$ cat src/rtl/abs_diff_eval_pkg.sv
// Shared types and arithmetic helpers for the absolute-difference evaluation harness.
package abs_diff_eval_pkg;

  typedef enum logic [1:0] {
    ST_IDLE,
    ST_SWEEP,
    ST_DRAIN,
    ST_DONE
  } eval_state_e;

  // Helpers are 32 bits wide; callers narrow the result to their own widths.
  function automatic logic [31:0] abs_sub(input logic [31:0] x, input logic [31:0] y);
    return (x >= y) ? (x - y) : (y - x);
  endfunction

  function automatic logic [31:0] exact_abs_diff(input logic [31:0] a, input logic [31:0] b);
    return abs_sub(a, b);
  endfunction

endpackage

$ cat src/rtl/abs_diff_exact_ref.sv
// Combinational golden model: exact |A - B| of the two halves of stim, zero-extended.
module abs_diff_exact_ref
  import abs_diff_eval_pkg::*;
#(
  parameter int unsigned N_IN  = 4,
  parameter int unsigned N_OUT = 2
) (
  input  logic [N_IN-1:0]  stim,
  output logic [N_OUT-1:0] exact
);

  logic [N_IN/2-1:0] op_a;
  logic [N_IN/2-1:0] op_b;

  assign op_a  = stim[N_IN/2-1:0];
  assign op_b  = stim[N_IN-1:N_IN/2];
  assign exact = N_OUT'(exact_abs_diff(32'(op_a), 32'(op_b)));

endmodule

$ cat src/rtl/abs_diff_err_monitor.sv
// Sweeps all input vectors through an approximate |A-B| netlist and accumulates error statistics.
module abs_diff_err_monitor
  import abs_diff_eval_pkg::*;
#(
  parameter int unsigned N_IN  = 4,
  parameter int unsigned N_OUT = 2,
  parameter int unsigned ET    = 1
) (
  input  logic                    clk,
  input  logic                    rst_n,
  input  logic                    start,
  input  logic [N_OUT-1:0]        dut_out,
  output logic [N_IN-1:0]         stim,
  output logic                    busy,
  output logic                    done,
  output logic [N_IN:0]           err_count,
  output logic [N_IN:0]           viol_count,
  output logic [N_OUT-1:0]        max_err,
  output logic [N_IN+N_OUT-1:0]   sum_err,
  output logic                    fail
);

  eval_state_e              state_q, state_d;
  logic [N_IN-1:0]          stim_q, stim_d;
  logic                     cap_valid_q, cap_valid_d;
  logic [N_OUT-1:0]         cap_exact_q, cap_exact_d;
  logic [N_OUT-1:0]         cap_dut_q, cap_dut_d;
  logic [N_IN:0]            err_cnt_q, err_cnt_d;
  logic [N_IN:0]            viol_cnt_q, viol_cnt_d;
  logic [N_OUT-1:0]         max_err_q, max_err_d;
  logic [N_IN+N_OUT-1:0]    sum_err_q, sum_err_d;

  logic [N_OUT-1:0]         exact;
  logic [N_OUT-1:0]         err;
  logic                     err_nz;
  logic                     err_viol;

  abs_diff_exact_ref #(
    .N_IN  (N_IN),
    .N_OUT (N_OUT)
  ) u_ref (
    .stim  (stim_q),
    .exact (exact)
  );

  assign err      = N_OUT'(abs_sub(32'(cap_exact_q), 32'(cap_dut_q)));
  assign err_nz   = (err != '0);
  assign err_viol = (32'(err) > ET);

  always_comb begin
    state_d     = state_q;
    stim_d      = stim_q;
    cap_valid_d = 1'b0;
    cap_exact_d = cap_exact_q;
    cap_dut_d   = cap_dut_q;
    err_cnt_d   = err_cnt_q;
    viol_cnt_d  = viol_cnt_q;
    max_err_d   = max_err_q;
    sum_err_d   = sum_err_q;

    // Capture register drains one edge behind the stimulus, so DRAIN picks up the last vector.
    if (cap_valid_q) begin
      err_cnt_d  = err_cnt_q + {{N_IN{1'b0}}, err_nz};
      viol_cnt_d = viol_cnt_q + {{N_IN{1'b0}}, err_viol};
      sum_err_d  = sum_err_q + {{N_IN{1'b0}}, err};
      if (err > max_err_q) max_err_d = err;
    end

    case (state_q)
      ST_IDLE: begin
        stim_d = '0;
        if (start) begin
          state_d    = ST_SWEEP;
          err_cnt_d  = '0;
          viol_cnt_d = '0;
          max_err_d  = '0;
          sum_err_d  = '0;
        end
      end
      ST_SWEEP: begin
        cap_exact_d = exact;
        cap_dut_d   = dut_out;
        cap_valid_d = 1'b1;
        if (stim_q == '1) begin
          state_d = ST_DRAIN;
          stim_d  = '0;
        end else begin
          stim_d  = stim_q + N_IN'(1);
        end
      end
      ST_DRAIN: begin
        stim_d  = '0;
        state_d = ST_DONE;
      end
      ST_DONE: begin
        state_d = ST_IDLE;
      end
      default: begin
        state_d = ST_IDLE;
        stim_d  = '0;
      end
    endcase
  end

  always_ff @(posedge clk or negedge rst_n) begin
    if (!rst_n) begin
      state_q     <= ST_IDLE;
      stim_q      <= '0;
      cap_valid_q <= 1'b0;
      cap_exact_q <= '0;
      cap_dut_q   <= '0;
      err_cnt_q   <= '0;
      viol_cnt_q  <= '0;
      max_err_q   <= '0;
      sum_err_q   <= '0;
    end else begin
      state_q     <= state_d;
      stim_q      <= stim_d;
      cap_valid_q <= cap_valid_d;
      cap_exact_q <= cap_exact_d;
      cap_dut_q   <= cap_dut_d;
      err_cnt_q   <= err_cnt_d;
      viol_cnt_q  <= viol_cnt_d;
      max_err_q   <= max_err_d;
      sum_err_q   <= sum_err_d;
    end
  end

  assign stim       = stim_q;
  assign busy       = (state_q == ST_SWEEP) || (state_q == ST_DRAIN);
  assign done       = (state_q == ST_DONE);
  assign err_count  = err_cnt_q;
  assign viol_count = viol_cnt_q;
  assign max_err    = max_err_q;
  assign sum_err    = sum_err_q;
  assign fail       = (32'(max_err_q) > ET);

endmodule
$ cat config.mk
export PLATFORM = sky130hd
export DESIGN_NAME = abs_diff_err_monitor
export DESIGN_NICKNAME = d
export VERILOG_FILES = /design/src/rtl/abs_diff_eval_pkg.sv /design/src/rtl/abs_diff_exact_ref.sv /design/src/rtl/abs_diff_err_monitor.sv
export SDC_FILE = /design/constraint.sdc
export NUM_CORES = 1
export LEC_CHECK = 0
export BUFFER_PORTS_ARGS = -buffer_cell sky130_fd_sc_hd__buf_4
export CAP_MARGIN = 20
export CORE_MARGIN = 2
export CORE_UTILIZATION = 50
export DETAILED_ROUTE_END_ITERATION = 10
export HOLD_SLACK_MARGIN = 0.1
export PLACE_DENSITY = 0.71
export SYNTH_ARGS = -nofsm -noshare
export SYNTH_HDL_FRONTEND = slang
export SYNTH_HIERARCHICAL = 1
export SYNTH_SLANG_ARGS = --single-unit
$ cat constraint.sdc
create_clock -name clk -period 2.6 [get_ports clk]
set_input_delay 0.13 -clock clk [delete_from_list [all_inputs] [get_ports clk]]
set_output_delay 0.13 -clock clk [all_outputs]
set_load 0.02 [all_outputs]
==> results of run 1 <==
==> synthesized netlist by cell type (4+ instances only) <==
cell type | instances | area share (%)
dfrtp_1 | 29 | 42
ha_1 | 20 | 15
inv_1 | 17 | 3.7
nand2_1 | 17 | 3.7
nor2_1 | 17 | 3.7
o21ai_0 | 11 | 3.2
xor2_1 | 7 | 3.6
mux2i_1 | 5 | 2.9
a21oi_1 | 4 | 1.2
nand4_1 | 4 | 1.5
==> per-layer routing <==
metal	wire length, um	vias up	global-route usage [%]	share of wire, %
li1	-	648	-	-
met1	1442	608	23.47	45
met2	1629	19	32.93	51
met3	98	5	3.964	3.1
met4	35	0	6.667	1.1
met5	0	-	0	0
==> sequential cells by signal, summed over array words and instances, names as in the netlist <==
| register | cells |
|---|---|
| err_count | 5 |
| cap_exact_q | 2 |
| viol_count | 5 |
| sum_err | 6 |
| state_q | 2 |
| stim | 4 |
| max_err | 2 |
| cap_valid_q | 1 |
| cap_dut_q | 2 |
==> worst max-delay path, delay by kind of cell, from the launching register on <==
| family | cells | cell delay [ns] |
|---|---|---|
| DFF | 1 | 0.37 |
| xor gates and xnor gates | 1 | 0.17 |
| AOI/OAI and AO/OA | 1 | 0.26 |
| and+or+nand+nor | 3 | 0.45 |
| adders and majority gates | 3 | 1.04 |
| buffers and inverters | 1 | 0.06 |
==> where the power goes <==
part / internal (W) / leakage, nW / switching [W]
Clock: 0.000103 / 0.0320 / 0.000158
Sequential: 0.000625 / 0.378 / 0.000176
Combinational: 0.000735 / 0.628 / 0.000932
==> cell type report <==
class / instances / area, um^2
Fill cell: 306 / 1259
Multi-Input combinational cell: 120 / 890.9
Sequential cell: 29 / 725.7
Timing Repair Buffer: 34 / 262.8
Inverter: 17 / 63.81
Tap cell: 46 / 57.56
Clock buffer: 6 / 41.29
Clock inverter: 2 / 10.01
==> cells by family after synthesis <==
| logic type | synth area share (%) |
|---|---|
| buffers and inverters | 5.693 |
| flip-flops | 42.34 |
| adder cells (fa/ha/maj) | 18.10 |
| XOR/XNOR | 4.088 |
| AO/OA/AOI/OAI | 9.709 |
| AND/OR/NAND/NOR | 16.50 |
| multiplexers | 3.577 |
==> worst max path at each step <==
stage / start / to / slack, ns
2_1_floorplan: cap_exact_q[0]$_DFFE_PN0P_ / sum_err[5]$_DFF_PN0_ / 0.25
3_3_place_gp: cap_exact_q[0]$_DFFE_PN0P_ / sum_err[4]$_DFF_PN0_ / 0.26
3_5_place_dp: cap_exact_q[0]$_DFFE_PN0P_ / sum_err[4]$_DFF_PN0_ / 0.14
4_1_cts: cap_exact_q[0]$_DFFE_PN0P_ / sum_err[4]$_DFF_PN0_ / 0.11
5_1_grt: cap_exact_q[0]$_DFFE_PN0P_ / sum_err[4]$_DFF_PN0_ / 0.008
6_report: cap_exact_q[0]$_DFFE_PN0P_ / sum_err[4]$_DFF_PN0_ / 0.13
==> what timing repair did <==
item | 4_1_cts | 5_1_grt
hold buffers | 3 | 0
resized for setup | 0 | 1
setup endpoints to repair | 0 | 2
hold endpoints to repair | 31 | 0
buffers inserted | 0 | 0
==> metrics by stage <==
step,worst slack (ns),instance area [um^2]
floorplan,0.2470,1714
global placement,0.2584,1971
detailed placement,0.1423,1971
CTS,0.1066,2052
global route,0.008030,2052
finish,0.1296,2052
==> results.tsv, run 1 <==
metric	value	unit
Clock transition at path regs	0.10	ns
most frequent cells in the layout	buf_4 (31), dfrtp_1 (29), ha_1 (20)	
share of cells above drive strength 1	20.19	%
Tmin final	2.470	ns
Worst path slowest cell	fa_1	
R2R cell count	9	
largest buffer count on any clock path	2	
ANT nets after route	0	
RR Startpoint	cap_exact_q[0]$_DFFE_PN0P_	
slowest cell delay on critical path	0.43	ns
Final Util	61.98	%
worst slew pin tran	0.6410	ns
Power Density	1330	nW/um^2
clock root cell	clkbuf_4	
Final Total Pwr	0.002728	W
DRC errors left	0	
gr usage total	19.00	%
drt wl/cell	12.62	um
Setup violations, final	0	
cell leakage power	1.038	nW
maximum vdd drop	747.9	uV
die footprint	3913	um^2
Hold Crit Class	input pin to async pin	
area added between synthesis and finish	19.71	%
Gate Count Post-Synth	172	
Ys Warns	6	
Critical Path Start Type	flop	
total number of vias	1280	
sequential area share after synthesis	42.34	%
count of cell types in the netlist	38	
RSZ-0062 raised after global routing	no	
max-cap viol count	0	
Synth Cell Area	1714	um^2
crit end category	flop	
gr ovfl total	0	
worst-path fanout max	5	
final non-filler cell total	254	
# rows	21	
Core Area	3311	um^2
status	finished, final reports clean	
IO Count	30	
worst skew pair latency	0.33	ns
most common cell after layout, fill and taps aside	buf_4	
Hold Slack	0.2533	ns
CTS tree	yes	
max-slew violations	0	
TNS Setup	0	ns
dpl cells	243	
DP Wirelength	2356	um
initial antenna violation count	0	
most frequent CP cell	fa_1	
vias per cell	5.039	
drt initial violations	40	
clk sinks	29	
final WL	3205	um
Post-synth EDFFs	0	
die width	62.55	um
Avg Cell Area, Syn	9.966	um^2
largest net degree at the start of global routing	30	
Port Buffer Count	29	
fin crit share	95.02	%
r2r endpoint	sum_err[4]$_DFF_PN0_	
Hold Violations, Final	0	
Fin Clk Skew	0.008145	ns
Initial Utilization	51.78	%
Num CTS Buffers	5	
Detailed Routing Iterations Pass 1	4	
worst path cell trace	inv_1 -> ha_1 -> fa_1 -> a31o_2 -> and2_1 -> fa_1 -> nand4b_1 -> xor2_1 -> nor2_1	
syn nets	200	
diode count	0	
worst endpoint required time	2.80	ns
H-tree depth	2	
routability congestion estimate	0.7620	
Worst Setup Path Type	flop to flop	
number of global-route vias before repair	1358	
Fmax	404.8	MHz
R2R Setup Slk	0.13	ns
global-route wire length before repair	5920	um
Most used DFF post-synth	dfrtp_1	
net count reported at finish	235	
synthesized flop and latch total	29	
Slew HR	57.27	%
crit path DAT	2.67	ns
Die Y	62.55	um
asr flop ratio synth	100.0	%
Power figures use the tool's default switching activity.
==> run 2: changes to the inputs <==
--- a/config.mk
+++ b/config.mk
@@ -5,6 +5,7 @@
 export SDC_FILE = /design/constraint.sdc
 export NUM_CORES = 1
 export LEC_CHECK = 0
+export ABC_AREA = 1
 export BUFFER_PORTS_ARGS = -buffer_cell sky130_fd_sc_hd__buf_4
 export CAP_MARGIN = 20
 export CORE_MARGIN = 2
==> run 2 against run 1 <==
Total power down 2.3%. Die area up 2.1%. Via count grew 6.8%. Setup slack better by 0.20 ns. Area after synthesis is 2.3% higher. Largest cell class unchanged.
==> results.tsv, run 2 <==
metric	value	unit	change
DP Wirelength	2312	um	-1.9%
Hold Slack	0.1166	ns	-0.1366 ns
GRT met2 Usage	29.79	%	-3.1 points
drt wl/cell	10.84	um	-14%
Clock Power Share	10.0	%	+0.4 points
area added between synthesis and finish	18.56	%	
busiest metal layer after global routing	met2		
sequential area share after synthesis	41.40	%	-0.94 points
worst-path fanout max	4		-1
Hold Crit Class	input pin to flop		
hold wc startpoint	start		
Num CTS Buffers	5		unchanged
crit path DAT	2.54	ns	-0.13 ns
RSZ-0062 raised after global routing	no		
DRC errors left	0		unchanged
Worst Setup Path Type	flop to flop		
Ys Warns	6		unchanged
P_sw	0.001298	W	+2.5%
count of cell types in the netlist	26		-32%
TNS Setup	0	ns	unchanged
global-route wire length before repair	5996	um	+1.3%
Core Area	3363	um^2	+1.6%
largest buffer count on any clock path	2		unchanged
total number of vias	1367		+6.8%
worst slew pin tran	0.5862	ns	-0.05477 ns
most common cell in the netlist	nand2_1		
post-synth top area share	41.40	%	-0.94 points
switching fraction of total power	48.70	%	+2.3 points
Die Y	63.21	um	+1.1%
Initial Utilization	52.12	%	+0.34 points
vias per cell	4.698		-6.8%
Detailed Routing Iterations Pass 1	4		unchanged
R2R cell count	13		+4
Gate Count Post-Synth	210		+22%
Post-synth EDFFs	0		unchanged
crit end category	flop		
Most used DFF post-synth	dfrtp_1		
Synth Cell Area	1753	um^2	+2.3%
largest net degree at the start of global routing	30		unchanged
clock root cell	clkbuf_4		
Power Density	1282	nW/um^2	-3.6%
Fin Clk Skew	0.009602	ns	+0.001458 ns
gr ovfl total	0		unchanged
final WL	3155	um	-1.6%
CTS resizes	0		unchanged
Avg Cell Area, Syn	8.347	um^2	-16%
Critical Path Start Type	flop		
met1 GRT Util	25.69	%	+2.2 points
syn nets	238		+19%
Largest register FFs	6		unchanged
sequential share of power	31.0	%	+1.6 points
M3 GR Usage	5.179	%	+1.2 points
clk sinks	29		unchanged
net count reported at finish	272		+16%
worst skew pair latency	0.33	ns	about the same
Setup violations, final	0		unchanged
internal power	0.001367	W	-6.6%
CTS tree	yes		
worst hold stages	4		
status	finished, final reports clean		
number of global-route vias before repair	1350		-0.59%
combinational group share of total power	58.9	%	-2.2 points
drt initial violations	56		+40%
# rows	21		unchanged
die footprint	3996	um^2	+2.1%
Fmax	440.3	MHz	+8.8%
RR Startpoint	cap_exact_q[0]$_DFFE_PN0P_		
gr usage total	19.07	%	+0.075 points
routability congestion estimate	0.7413		-2.7%
die width	63.21	um	+1.1%
setup bufs post-CTS	0		unchanged
Slew HR	60.92	%	+3.7 points
R2R Setup Slk	0.33	ns	+0.20 ns
fin crit share	87.34	%	-7.7 points
Tmin final	2.271	ns	-0.1994 ns
Filler cells	311		+1.6%
max-cap viol count	0		unchanged
synth cell count leaders	nand2_1 (46), inv_1 (34), dfrtp_1 (29)		
synthesized flop and latch total	29		unchanged
max-slew violations	0		unchanged
worst endpoint required time	2.87	ns	+0.07 ns
H-tree depth	2		unchanged
Port Buffer Count	29		unchanged
cell leakage power	1.124	nW	+8.3%
diode count	0		unchanged
Post-CTS Hold Buffers	3		unchanged
cell taking the most area after synthesis	dfrtp_1		
Worst Hold End	state_q[1]$_DFFE_PN0P_		
r2r endpoint	sum_err[5]$_DFF_PN0_		
initial antenna violation count	0		unchanged
most frequent cells in the layout	nand2_1 (46), inv_1 (34), dfrtp_1 (29), buf_4 (29), nor2_1 (21)		
most common cell after layout, fill and taps aside	nand2_1		
maximum vdd drop	583.8	uV	-22%
IO Count	30		unchanged
Hold Violations, Final	0		unchanged
Clock transition at path regs	0.10	ns	about the same
asr flop ratio synth	100.0	%	unchanged
share of cells above drive strength 1	18.78	%	-1.4 points
top cells by area, synth	dfrtp_1 (41%), ha_1 (14%), nand2_1 (9.9%)		
ANT nets after route	0		unchanged
[run 2: cell count changes after synthesis, moves of 4 or more]
cell,previous run,this run
a21oi_1,4,11
mux2i_1,5,0
nand3_1,3,8
nor2_1,17,21
nand2_1,17,46
inv_1,17,34
xor2_1,7,2
[run 2: worst max-delay path by stage]
stage,from,to,slack (ns),cells after the start
after global placement,cap_exact_q[0]$_DFFE_PN0P_,sum_err[5]$_DFF_PN0_,0.40,13
after global routing,cap_exact_q[0]$_DFFE_PN0P_,sum_err[5]$_DFF_PN0_,0.04,13
after CTS,cap_exact_q[0]$_DFFE_PN0P_,sum_err[5]$_DFF_PN0_,0.30,13
after floorplan,cap_exact_q[0]$_DFFE_PN0P_,sum_err[4]$_DFF_PN0_,0.52,13
after detailed placement,cap_exact_q[0]$_DFFE_PN0P_,sum_err[5]$_DFF_PN0_,0.33,13
final,cap_exact_q[0]$_DFFE_PN0P_,sum_err[5]$_DFF_PN0_,0.33,13
[run 2: area by class of cell]
class                           instances  area, um^2  area share (%)
Timing Repair Buffer                   32       247.7           11.92
Clock buffer                            5       37.54           1.806
Sequential cell                        29       725.7           34.92
Clock inverter                          3       17.52          0.8429
Tap cell                               46       57.56           2.769
Multi-Input combinational cell        141       860.8           41.42
Inverter                               35       131.4           6.322
[run 2: logic make-up (layout without fill, tap and decap cells)]
group                    count (synthesis)  in the layout  share of synthesized area (%)
AND/OR/NAND/NOR                         82             82                          19.34
buffers and inverters                   40             75                          9.492
AO/OA/AOI/OAI                           33             33                          10.56
flip-flops                              29             29                          41.40
adder cells (fa/ha/maj)                 23             23                          17.70
XOR/XNOR                                 3              3                          1.499
[run 2: power by group through the flow]
stage	logic [W]	registers (W)	clock network [W]
2_1_floorplan	0.00108	0.000908	0
3_3_place_gp	0.00155	0.000836	0
3_5_place_dp	0.00158	0.000836	0
4_1_cts	0.00159	0.000830	0.000278
5_1_grt	0.00183	0.000866	0.000308
6_report	0.00157	0.000827	0.000267
[run 2: metrics by stage]
| stage | utilization (%) | cells | setup WS [ns] | area, um^2 | total power [W] |
|---|---|---|---|---|---|
| 2_1_floorplan | - | 210 | 0.5167 | 1753 | 0.001990 |
| 3_3_place_gp | 59.26 | 280 | 0.4045 | 1993 | 0.002390 |
| 3_5_place_dp | 59.26 | 280 | 0.3286 | 1993 | 0.002414 |
| 4_1_cts | 61.79 | 291 | 0.3020 | 2078 | 0.002695 |
| 5_1_grt | 61.79 | 291 | 0.03639 | 2078 | 0.003002 |
| 6_report | 61.79 | 291 | 0.3290 | 2078 | 0.002664 |
[run 2: worst max-delay path, cell delays in order, from the launching register on]
cell     delay, ns
dfrtp_1       0.38
inv_1         0.06
ha_1          0.21
fa_1          0.48
nand2_1       0.06
nand2_1       0.14
inv_1         0.09
ha_1          0.27
nand2_1       0.06
a21oi_2       0.18
nand2_1       0.09
nand2_1       0.06
nand2_1       0.04
nor2_1        0.09
[run 2: layer usage]
layer | share of wire, % | vias to the layer above
li1 | - | 727
met1 | 50 | 613
met2 | 44 | 23
met3 | 4.2 | 4
met4 | 1.5 | 0
met5 | 0 | -
==> run 3: changes to the inputs <==
--- a/config.mk
+++ b/config.mk
@@ -13,6 +13,8 @@
 export DETAILED_ROUTE_END_ITERATION = 10
 export HOLD_SLACK_MARGIN = 0.1
 export PLACE_DENSITY = 0.71
+export RECOVER_POWER = 100
+export SETUP_SLACK_MARGIN = 0.2
 export SYNTH_ARGS = -nofsm -noshare
 export SYNTH_HDL_FRONTEND = slang
 export SYNTH_HIERARCHICAL = 1
==> run 3 against run 2 <==
The flow now finishes with violations (max-capacitance violations, max-slew violations). Highest routed layer unchanged. Total power is 4.5% lower. Core utilization is 3.0 points lower. Sequential share of layout area is 1.8 points higher. Register-to-register slack hardly changed. Via count is 0.73% higher. Cell count is 0.69% higher. Design area is 4.8% lower. Non-clock buffer count is 2 higher. Largest cell class unchanged.
==> results.tsv, run 3 (synthesis gave the netlist of run 2 again) <==
metric	value	unit	change
status	finished, violations left		
violated checks	max-capacitance violations, max-slew violations		
fin crit share	87.42	%	about the same
H-tree depth	2		unchanged
r2r endpoint	sum_err[5]$_DFF_PN0_		
Initial Utilization	52.12	%	unchanged
Filler cells	335		+7.7%
die footprint	3996	um^2	unchanged
Fin Clk Skew	0.007222	ns	-0.002380 ns
total number of vias	1377		+0.73%
gr usage total	19.07	%	unchanged
hold wc startpoint	start		
Tmin final	2.273	ns	+0.001880 ns
most common cell after layout, fill and taps aside	nand2_1		
DP Wirelength	2312	um	unchanged
WP buf/inv	2		unchanged
Critical Path Start Type	flop		
area added between synthesis and finish	12.85	%	
Die Y	63.21	um	unchanged
TNS Setup	0	ns	unchanged
max-cap viol count	1		+1
Num CTS Buffers	5		unchanged
diode count	0		unchanged
net count reported at finish	274		+0.74%
worst skew pair latency	0.33	ns	about the same
Clock transition at path regs	0.10	ns	about the same
crit path DAT	2.54	ns	about the same
Hold Crit Class	input pin to flop		
most frequent CP cell	nand2_1		
Worst path slowest cell	fa_1		
largest net degree at the start of global routing	30		unchanged
largest buffer count on any clock path	2		unchanged
Hold Violations, Final	0		unchanged
CTS tree	yes		
Detailed Routing Iterations Pass 1	4		unchanged
vias per cell	4.700		about the same
initial antenna violation count	0		unchanged
R2R cell count	13		unchanged
IO Count	30		unchanged
final WL	3166	um	+0.35%
drt wl/cell	10.81	um	-0.34%
crit end category	flop		
worst endpoint required time	2.87	ns	about the same
most frequent cells in the layout	nand2_1 (46), inv_1 (32), dfrtp_1 (29)		
Fmax	440.0	MHz	about the same
clk sinks	29		unchanged
routability congestion estimate	0.7413		unchanged
R2R Setup Slk	0.33	ns	about the same
final non-filler cell total	293		+0.69%
Core Area	3363	um^2	unchanged
Power Density	1286	nW/um^2	+0.28%
slowest cell delay on critical path	0.48	ns	about the same
dpl cells	280		unchanged
Worst Hold End	state_q[1]$_DFFE_PN0P_		
gr ovfl total	0		unchanged
ANT nets after route	0		unchanged
worst path cell trace	inv_2 -> ha_1 -> fa_1 -> nand2_1 -> nand2_1 -> inv_2 -> ha_1 -> nand2_1 -> a21oi_2 -> nand2_1 -> nand2_1 -> nand2_1 -> nor2_1		
drt initial violations	48		-14%
share of cells above drive strength 1	7.692	%	-11 points
RSZ-0062 raised after global routing	no		
clock root cell	clkbuf_4		
worst-path fanout max	4		unchanged
worst hold stages	4		unchanged
maximum vdd drop	554.7	uV	-5.0%
die width	63.21	um	unchanged
Largest register FFs	6		unchanged
DRC errors left	0		unchanged
RR Startpoint	cap_exact_q[0]$_DFFE_PN0P_		
max-slew violations	30		+30
cell family with most CP delay	adder cells		
Setup violations, final	0		unchanged
Slew HR	-3.620	%	-65 points
Worst Setup Path Type	flop to flop		
global-route wire length before repair	5996	um	unchanged
worst slew pin tran	1.554	ns	+0.9681 ns
number of global-route vias before repair	1350		unchanged
Port Buffer Count	29		unchanged
# rows	21		unchanged
cell leakage power	1.029	nW	-8.4%
[run 3: cell count changes in the layout (fill, tap and decap cells not counted), moves of 2 or more]
| cell | delta |
|---|---|
| buf_4 | -24 |
| nor2_1 | +2 |
| nor2_2 | -2 |
| inv_2 | +2 |
| clkbuf_1 | +26 |
| inv_1 | -2 |
[run 3: per-layer routing]
metal	track usage (%)	share of wire [%]	up-vias
met5	0	0	-
met4	6.522	1.5	0
met3	5.179	3.8	4
met2	29.79	44	27
met1	25.69	51	612
li1	-	-	734
[run 3: final cells by class]
| type | count | area, um^2 | area share, % |
|---|---|---|---|
| Clock inverter | 3 | 17.52 | 0.8855 |
| Multi-Input combinational cell | 141 | 843.3 | 42.63 |
| Tap cell | 46 | 57.56 | 2.910 |
| Clock buffer | 5 | 37.54 | 1.898 |
| Inverter | 35 | 131.4 | 6.641 |
| Sequential cell | 29 | 725.7 | 36.69 |
| Timing Repair Buffer | 34 | 165.2 | 8.349 |
[run 3: worst max path at each step]
stage	cells after the start	end	from	slack [ns]
after global placement	13	sum_err[5]$_DFF_PN0_	cap_exact_q[0]$_DFFE_PN0P_	0.40
final	13	sum_err[5]$_DFF_PN0_	cap_exact_q[0]$_DFFE_PN0P_	0.33
after global routing	13	sum_err[5]$_DFF_PN0_	cap_exact_q[0]$_DFFE_PN0P_	0.11
after CTS	13	sum_err[5]$_DFF_PN0_	cap_exact_q[0]$_DFFE_PN0P_	0.30
after detailed placement	13	sum_err[5]$_DFF_PN0_	cap_exact_q[0]$_DFFE_PN0P_	0.33
after floorplan	13	sum_err[4]$_DFF_PN0_	cap_exact_q[0]$_DFFE_PN0P_	0.52
[run 3: power breakdown]
| group | switching, W | internal (W) | total [W] |
|---|---|---|---|
| Clock | 0.000165 | 0.000102 | 0.000267 |
| Sequential | 0.000203 | 0.000621 | 0.000824 |
| Combinational | 0.000922 | 0.000530 | 0.00145 |
| Total | 0.00129 | 0.00125 | 0.00254 |
[run 3: repair_timing]
action,in CTS,in global routing
hold buffers,3,0
setup buffers,0,2
setup endpoints to repair,0,6
endpoints found under the hold margin,31,0
gates resized for setup,0,4
[run 3: stage by stage]
stage,util (%),area [um^2],power (W),hold WS [ns],setup slack [ns]
detailed placement,59.26,1993,0.002414,0.08027,0.3286
CTS,61.79,2078,0.002695,0.1066,0.3020
floorplan,-,1753,0.001990,-0.1656,0.5167
global placement,59.26,1993,0.002390,0.07957,0.4045
finish,58.82,1978,0.002543,0.2191,0.3272
global route,58.82,1978,0.002882,0.2567,0.1069
[run 3: worst min-delay path, stage by stage]
cell and delay [ns]:
buf_4 0.08, o21ai_0 0.14, nor2_1 0.12, a21oi_1 0.04
